===== src/rtl/fir_sweep_sequencer.sv =====
// Frequency-response sweep sequencer for the pipelined FIR filter.
// Per test point: enable stimulus, wait for settling, peak-hold signed y over a window, report.
module fir_sweep_sequencer #(
    parameter int OUT_WIDTH     = 40,
    parameter int N_TAPS        = 32,
    parameter int SETTLE_CYCLES = 3 * N_TAPS / 2,
    parameter int NUM_TESTS     = 14,
    parameter int WIN_WIDTH     = 16,
    parameter int DC_WIN        = 10
) (
    input  logic                                                   clk,
    input  logic                                                   rst_n,
    input  logic                                                   start,
    input  logic                                                   abort,
    input  logic [WIN_WIDTH-1:0]                                   win_len,
    input  logic [OUT_WIDTH-1:0]                                   y,
    output logic [((NUM_TESTS > 1) ? $clog2(NUM_TESTS) : 1)-1:0]   test_idx,
    output logic                                                   drive_en,
    output logic                                                   result_valid,
    output logic [OUT_WIDTH-1:0]                                   result_peak,
    output logic [((NUM_TESTS > 1) ? $clog2(NUM_TESTS) : 1)-1:0]   result_idx,
    output logic                                                   busy,
    output logic                                                   done
);

    localparam int IDX_W = (NUM_TESTS > 1) ? $clog2(NUM_TESTS) : 1;
    localparam int SET_W = $clog2(SETTLE_CYCLES) + 1;
    localparam int CNT_W = (WIN_WIDTH > SET_W) ? WIN_WIDTH : SET_W;

    localparam logic [CNT_W-1:0]     SETTLE_LAST = CNT_W'(SETTLE_CYCLES - 1);
    localparam logic [CNT_W-1:0]     GAP_LAST    = CNT_W'(1);
    localparam logic [IDX_W-1:0]     LAST_IDX    = IDX_W'(NUM_TESTS - 1);
    localparam logic [WIN_WIDTH-1:0] DC_LAST     = WIN_WIDTH'(DC_WIN - 1);

    typedef enum logic [2:0] {
        ST_IDLE,
        ST_SETTLE,
        ST_MEASURE,
        ST_REPORT,
        ST_GAP
    } state_t;

    state_t               state;
    logic [CNT_W-1:0]     cnt;
    logic [WIN_WIDTH-1:0] win_last;
    logic [OUT_WIDTH-1:0] peak;
    logic [OUT_WIDTH-1:0] peak_next;

    always_comb begin
        peak_next = peak;
        if ($signed(y) > $signed(peak)) begin
            peak_next = y;
        end
    end

    always_ff @(posedge clk or negedge rst_n) begin
        if (!rst_n) begin
            state        <= ST_IDLE;
            cnt          <= '0;
            win_last     <= '0;
            peak         <= '0;
            test_idx     <= '0;
            drive_en     <= 1'b0;
            result_valid <= 1'b0;
            result_peak  <= '0;
            result_idx   <= '0;
            busy         <= 1'b0;
            done         <= 1'b0;
        end else if (state != ST_IDLE && abort) begin
            state        <= ST_IDLE;
            cnt          <= '0;
            test_idx     <= '0;
            drive_en     <= 1'b0;
            result_valid <= 1'b0;
            busy         <= 1'b0;
            done         <= 1'b0;
        end else begin
            result_valid <= 1'b0;
            done         <= 1'b0;
            unique case (state)
                ST_IDLE: begin
                    if (start && !abort) begin
                        state    <= ST_SETTLE;
                        test_idx <= '0;
                        drive_en <= 1'b1;
                        busy     <= 1'b1;
                        cnt      <= '0;
                    end
                end
                ST_SETTLE: begin
                    if (cnt == SETTLE_LAST) begin
                        // this edge's y is the first sample of the window
                        peak     <= y;
                        win_last <= (win_len == '0) ? DC_LAST : win_len - 1'b1;
                        cnt      <= '0;
                        state    <= ST_MEASURE;
                    end else begin
                        cnt <= cnt + 1'b1;
                    end
                end
                ST_MEASURE: begin
                    peak <= peak_next;
                    if (cnt == CNT_W'(win_last)) begin
                        state        <= ST_REPORT;
                        cnt          <= '0;
                        result_valid <= 1'b1;
                        result_peak  <= peak_next;
                        result_idx   <= test_idx;
                    end else begin
                        cnt <= cnt + 1'b1;
                    end
                end
                ST_REPORT: begin
                    drive_en <= 1'b0;
                    cnt      <= '0;
                    state    <= ST_GAP;
                end
                ST_GAP: begin
                    if (cnt == GAP_LAST) begin
                        cnt <= '0;
                        if (test_idx == LAST_IDX) begin
                            state    <= ST_IDLE;
                            test_idx <= '0;
                            busy     <= 1'b0;
                            done     <= 1'b1;
                        end else begin
                            state    <= ST_SETTLE;
                            test_idx <= test_idx + 1'b1;
                            drive_en <= 1'b1;
                        end
                    end else begin
                        cnt <= cnt + 1'b1;
                    end
                end
                default: state <= ST_IDLE;
            endcase
        end
    end

endmodule


===== config.mk =====
export PLATFORM = sky130hd
export DESIGN_NAME = fir_sweep_sequencer
export DESIGN_NICKNAME = d
export VERILOG_FILES = /design/src/rtl/fir_sweep_sequencer.sv
export SDC_FILE = /design/constraint.sdc
export NUM_CORES = 1
export LEC_CHECK = 0
export CAP_MARGIN = 0
export CORE_UTILIZATION = 55
export CTS_CLUSTER_SIZE = 16
export DETAILED_ROUTE_END_ITERATION = 7
export GPL_TIMING_DRIVEN = 0
export PLACE_DENSITY = 0.81
export SYNTH_ARGS = -nofsm -noshare
export SYNTH_HDL_FRONTEND = slang
export SYNTH_SLANG_ARGS = --single-unit

===== constraint.sdc =====
create_clock -name clk -period 3.3 [get_ports clk]
set_clock_uncertainty 0.05 [all_clocks]
set_input_delay 0.66 -clock clk [delete_from_list [all_inputs] [get_ports clk]]
set_output_delay 0.66 -clock clk [all_outputs]
set_load 0.005 [all_outputs]

==> results of run 1 <==
flip-flops by register name, indices dropped and copies added, names as in the netlist:
signal        cells
busy              1
cnt              16
done              1
drive_en          1
peak             40
result_idx        4
result_peak      40
result_valid      1
state             3
test_idx          4
win_last         16
critical path, delay by kind of cell:
kind	cells	cell delay, ns
multiplexers	2	0.63
AND/OR/NAND/NOR	3	0.73
adder cells (fa/ha/maj)	1	0.31
AO/OA/AOI/OAI	2	0.32
buffers and inverters	6	0.98
how the worst max path moves through the flow:
stage	startpoint	endpoint	slack (ns)	depth (start not counted)
final	y[30]	peak[23]	-0.07	14
after global routing	y[27]	peak[0]	-0.15	13
after CTS	y[32]	peak[10]	0.01	13
after detailed placement	y[35]	peak[32]	-1.08	12
after global placement	rst_n	result_peak[27]	-3.48	1
after floorplan	y[31]	peak[10]	0.008	11
final cells by class:
type                            count  area share [%]
Sequential cell                   127            33.3
Clock inverter                      7           0.892
Inverter                           51            2.01
Buffer                             38            1.81
Timing Repair Buffer              132            13.7
Clock buffer                       23            5.12
Tap cell                          172            2.26
Multi-Input combinational cell    570            40.8
Antenna cell                        3          0.0787
cell usage in the layout (no fill, tap or decap), types with 12 or more instances in the layout:
master / count
dfrtp_1: 127
nand2_1: 118
clkdlybuf4s50_1: 76
nor2_1: 74
a21oi_1: 52
inv_1: 49
a31oi_1: 41
o21ai_0: 39
ha_1: 32
clkbuf_1: 28
xor2_1: 26
dlygate4sd2_1: 25
mux2_4: 21
clkbuf_16: 17
nand4_1: 16
o2bb2ai_1: 16
clkbuf_2: 15
nand3_1: 13
ha_4: 13
buf_4: 13
xnor2_1: 12
layer usage:
metal / GRT usage, % / vias to the layer above / share of wire (%)
met4: 12.0 / 2 / 2.3
met2: 49.1 / 203 / 49
met3: 7.63 / 39 / 5.5
met5: 0 / - / 0.069
li1: - / 3053 / -
met1: 36.8 / 3103 / 43
logic make-up after synthesis:
kind of cell | after synthesis
buffers and inverters | 91
muxes | 34
adders and majority gates | 45
AOI/OAI and AO/OA | 180
and+or+nand+nor | 273
DFF | 127
xor gates and xnor gates | 38
where the power goes:
part	switching, mW	internal, mW
Combinational	0.508	0.420
Clock	0.664	1.17
Sequential	0.0866	1.67
Total	1.26	3.26
repair_timing:
action	CTS	global route
pin swaps	26	10
setup buffers	13	5
endpoints found under the setup margin	80	80
cloned	2	0
resized for setup	55	40
==> metrics.csv, run 1 <==
stage;metric;value;unit
yosys;synth_warnings;0;
detailed_routing;wl_per_cell;16.9;µm
grt;overflow;0;
critical_path;reg2regPathDepth;14;
yosys;synth_seq_cells;127;
critical_path;worstSetupPathType;input port to flop;
timing;period_share;102;%
cells_and_area;seqCellArea;0.00318;mm²
yosys;synth.area.top_cells;dfrtp_1 (44%), ha_1 (7.8%), nand2_1 (6.1%);
yosys;syn_avg_cell_area;9.19;µm²
detailed_routing;antenna_left;0;
yosys;synth_edf_count;0;
timing;holdWs;0.120;ns
timing;tightestPinTransition;0.626;ns
cells_and_area;finish.utilization;75.0;%
timing;grt_setup_unrepaired;true;
clock_tree;path_clk_slew;0.05;ns
floorplanning;coreArea;0.0127;mm²
timing;min_period;3.37;ns
yosys;synth.distinct_cells;49;
grt;grt_max_degree;80;
critical_path;worstPathRequired;3.56;ns
clock_tree;cts_tree;built;
cells_and_area;syn_to_final_growth;31.7;%
yosys;synthAdderAreaFrac;7.78;%
placement;dp_slack;-1.08;ns
clock_tree;cts_max_path_buffers;2;
yosys;syn-num-nets;893;
clock_tree;clock_latency;0.43;ns
floorplanning;start_util;56.9;%
yosys;synth_commonest_cells;dfrtp_1 (127), nand2_1 (118), nor2_1 (74);
grt;grt_util_all_layers;29.5;%
timing;slew_viol_final;0;
yosys;synth_most_common_cell;dfrtp_1;
yosys;yosysSeqAreaShare;43.9;%
clock_tree;cts_root_buffer;clkbuf_16;
critical_path;path_cells;dlygate4sd2_1 > ha_1 > nand4_1 > buf_4 > nor4_4 > buf_4 > o31a_1 > or4_4 > mux2_4 > o21ai_4 > buf_4 > buf_4 > buf_16 > mux2_4;
yosys;yosys.area_share.xor_xnor;4.60;%
grt;grt_pass1_vias;6195;
floorplanning;dieArea;0.0136;mm²
yosys;syn-instance-count;788;
floorplanning;fp.dieW;117;µm
yosys;async_flop_share;100;%
placement;dpl-instance-area;0.00865;mm²
outcome;status;finished, violations left;
cells_and_area;stdcell_area;0.00954;mm²
cells_and_area;final-instance-count-excl-fill;1123;
timing;final.setup.worst_slack;-0.0711;ns
critical_path;endpoint_kind;flop;
detailed_routing;drt-initial-drc-count;505;
critical_path;cp.arrival;3.63;ns
yosys;synth_compound_area_share;15.2;%
timing;tns;-0.954;ns
cells_and_area;multi_input_area;0.00389;mm²
yosys;muxShareOfSynthArea;6.33;%
placement;port_buffers;111;
critical_path;crit_fanout;5;
yosys;synth_area;0.00724;mm²
detailed_routing;vias;6400;
detailed_routing;detail_route.vias_per_cell;5.70;
detailed_routing;drc;0;
critical_path;ff2ff_setup_slack;-0.07;ns
cells_and_area;drive_above_1_share;13.6;%
grt;grt_pass1_wl;30600;µm
clock_tree;ctsHoldBuffers;0;
outcome;violations;negative setup slack;
critical_path;reg2reg_from;peak[39];
run;cap_viol_max_count;0;
detailed_routing;dr.pass1.iters;5;
clock_tree;numCtsBuffers;17;
floorplanning;rows;41;
yosys;synthFlopType;dfrtp_1;
yosys;yosys.area.top_type_share;43.9;%
timing;final-hold-violation-count;0;
hold_path;hp-class;input port to asynchronous set/reset pin;
critical_path;slowest_delay;0.56;ns
critical_path;crit_path_start_kind;input port;
yosys;yosys.area_share.simple;17.0;%
power;irDropWorstVdd;359;µV
floorplanning;die_h;117;µm
power;power;4.52;mW
floorplanning;top_level_ports;112;
placement;place_inst;1072;
grt;antenna_found_initial;4;
critical_path;r2r-end;peak[23];
yosys;synth_top_area_cell;dfrtp_1;
placement;dp_hpwl;12700;µm
placement;gp_congestion;0.878;
cells_and_area;num-fill-cells;938;
clock_tree;clock_sinks;127;
timing;setup_viol;18;
power;power_leakage;4.25;nW
critical_path;slowest_stage;or4_4;
power;powerDensity;474;mW/mm²
cells_and_area;fin_nets;1042;
timing;max_freq;0.297;GHz
critical_path;crit_top_cell;buf_4;
detailed_routing;wirelength;18900;µm
timing;slew_headroom;57.9;%
clock_tree;cts_htree_levels;4;
yosys;synth_top_family_by_area;simple AND/OR/NAND/NOR gates;
Power figures use the tool's default switching activity.
==> run 2: changes to the inputs <==
- CORE_MARGIN: unset -> 2
==> metrics.csv, run 2 (synthesis results as in run 1) <==
stage;metric;value;unit;change
floorplanning;coreArea;0.0127;mm²;unchanged
clock_tree;cts_root_buffer;clkbuf_16;;unchanged
power;power_leakage;4.26;nW;was 4.25 nW
timing;final.setup.worst_slack;0.0175;ns;was -0.0711 ns
grt;grt_pass1_wl;31900;µm;was 30600 µm
clock_tree;clock_sinks;127;;unchanged
power;irDropWorstVdd;404;µV;was 359 µV
detailed_routing;drc;0;;unchanged
clock_tree;numCtsBuffers;17;;unchanged
cells_and_area;final_cell_mix;dfrtp_1 (127), nand2_1 (118), nor2_1 (74), clkdlybuf4s50_1 (71), a21oi_1 (50);;was dfrtp_1 (127), nand2_1 (118), clkdlybuf4s50_1 (76), nor2_1 (74), a21oi_1 (52)
clock_tree;clock_latency;0.43;ns;about the same
grt;grt_pass1_vias;6366;;was 6195
timing;slew_viol_final;0;;unchanged
grt;antenna_found_initial;1;;was 4
placement;dp_slack;-1.06;ns;was -1.08 ns
critical_path;cp.arrival;3.53;ns;was 3.63 ns
clock_tree;path_clk_slew;0.06;ns;was 0.05 ns
cells_and_area;syn_to_final_growth;32.2;%;was 31.7%
clock_tree;cts_max_path_buffers;2;;unchanged
placement;dp_hpwl;13100;µm;was 12700 µm
timing;min_period;3.28;ns;was 3.37 ns
placement;place_inst;1072;;unchanged
cells_and_area;seqCellArea;0.00318;mm²;unchanged
critical_path;worstPathRequired;3.54;ns;was 3.56 ns
detailed_routing;wirelength;20200;µm;was 18900 µm
floorplanning;die_h;119;µm;was 117 µm
timing;period_share;99.5;%;was 102%
floorplanning;fp.dieW;119;µm;was 117 µm
cells_and_area;finish.utilization;75.2;%;was 75.0%
power;power;4.54;mW;was 4.52 mW
placement;gp_congestion;0.888;;was 0.878
clock_tree;cts_tree;built;;unchanged
cells_and_area;fin_nets;1038;;was 1042
floorplanning;rows;41;;unchanged
grt;grt_util_all_layers;28.5;%;was 29.5%
power;powerDensity;474;mW/mm²;about the same
critical_path;endpoint_kind;flop;;unchanged
cells_and_area;largestRegisters;peak: 40 flops, result_peak: 40 flops;;unchanged
outcome;status;finished clean;;was finished, violations left
floorplanning;top_level_ports;112;;unchanged
critical_path;worstSetupPathType;flop to flop;;was input port to flop
timing;tightestPinTransition;0.631;ns;was 0.626 ns
cells_and_area;num-fill-cells;915;;was 938
detailed_routing;wl_per_cell;18.1;µm;was 16.9 µm
floorplanning;dieArea;0.0141;mm²;was 0.0136 mm²
placement;dpl-instance-area;0.00865;mm²;unchanged
cells_and_area;multi_input_area;0.00400;mm²;was 0.00389 mm²
clock_tree;cts_htree_levels;4;;unchanged
detailed_routing;vias;6539;;was 6400
grt;grt_max_degree;88;;was 80
cells_and_area;drive_above_1_share;14.6;%;was 13.6%
detailed_routing;drt-initial-drc-count;620;;was 505
cells_and_area;stdcell_area;0.00957;mm²;was 0.00954 mm²
timing;final-hold-violation-count;0;;unchanged
grt;overflow;0;;unchanged
placement;port_buffers;111;;unchanged
timing;slew_headroom;57.6;%;was 57.9%
timing;setup_viol;0;;was 18
timing;max_freq;0.305;GHz;was 0.297 GHz
run;cap_viol_max_count;0;;unchanged
critical_path;crit_path_start_kind;flop;;was input port
detailed_routing;dr.pass1.iters;6;;was 5
critical_path;crit_fanout;10;;was 5
cells_and_area;layout_commonest_cell;dfrtp_1;;unchanged
hold_path;hp-class;input port to asynchronous set/reset pin;;unchanged
cells_and_area;final-instance-count-excl-fill;1119;;was 1123
floorplanning;start_util;56.9;%;unchanged
clock_tree;ctsHoldBuffers;0;;unchanged
timing;holdWs;0.0854;ns;was 0.120 ns
timing;tns;0;ns;was -0.954 ns
detailed_routing;detail_route.vias_per_cell;5.84;;was 5.70
detailed_routing;antenna_left;0;;unchanged
run 2: cell count changes in the layout (fill, tap and decap cells not counted), moves of 3 or more:
cell,delta
dlymetal6s2s_1,+5
ha_1,-7
clkdlybuf4s15_1,-3
dlygate4sd2_1,-6
ha_4,+7
clkbuf_1,+8
clkdlybuf4s50_1,-5
run 2: timing repair:
item / CTS / global route
buffers inserted: 11 / 4
gates resized for setup: 57 / 57
cloned: 2 / 0
pin swaps: 29 / 18
setup endpoints to repair: 80 / 78
hold endpoints to repair: 0 / 0
run 2: per-layer routing:
| layer | up-vias | global-route usage [%] | wire (µm) |
|---|---|---|---|
| li1 | 3043 | - | - |
| met1 | 3175 | 37.3 | 8360 |
| met2 | 259 | 46.3 | 10000 |
| met3 | 62 | 5.94 | 1230 |
| met4 | 0 | 11.2 | 592 |
| met5 | - | 0 | 0 |
run 2: layout make-up:
type | count | share of cell area, %
multi-input combinational | 570 | 41.8
timing repair buffer | 128 | 13.1
sequential | 127 | 33.2
inverter | 51 | 2.00
clock buffer | 26 | 5.32
tap | 172 | 2.25
antenna | 1 | 0.0262
clock inverter | 6 | 0.575
buffer | 38 | 1.73
run 2: path summary, 6_finish.rpt:
path | startpoint | to | slack (ns) | cells past startpoint
worst min register to register | result_idx[2] | result_idx[2] | 0.45 | 1
worst min-delay path | rst_n | cnt[11] | 0.09 | 1
worst max register to register | peak[32] | peak[39] | 0.02 | 13
max in group asynchronous | rst_n | peak[34] | 2.34 | 2
worst max-delay path | peak[32] | peak[39] | 0.02 | 13
min in group clk | result_idx[2] | result_idx[2] | 0.45 | 1
run 2: worst max-delay path, stage by stage (launching register included):
cell,delay [ns]
dfrtp_1,0.39
inv_1,0.08
ha_1,0.29
nand4_1,0.10
buf_6,0.15
nor3_2,0.06
a211oi_2,0.22
o21ai_2,0.12
or4_4,0.51
mux2_4,0.24
buf_4,0.16
clkbuf_1,0.40
o21ai_0,0.20
o2bb2ai_1,0.19
run 2: where the power goes:
part	internal, mW	switching [mW]	total [mW]
registers	1.67	0.0886	1.76
logic	0.433	0.538	0.971
clock network	1.13	0.680	1.81
total	3.23	1.31	4.54
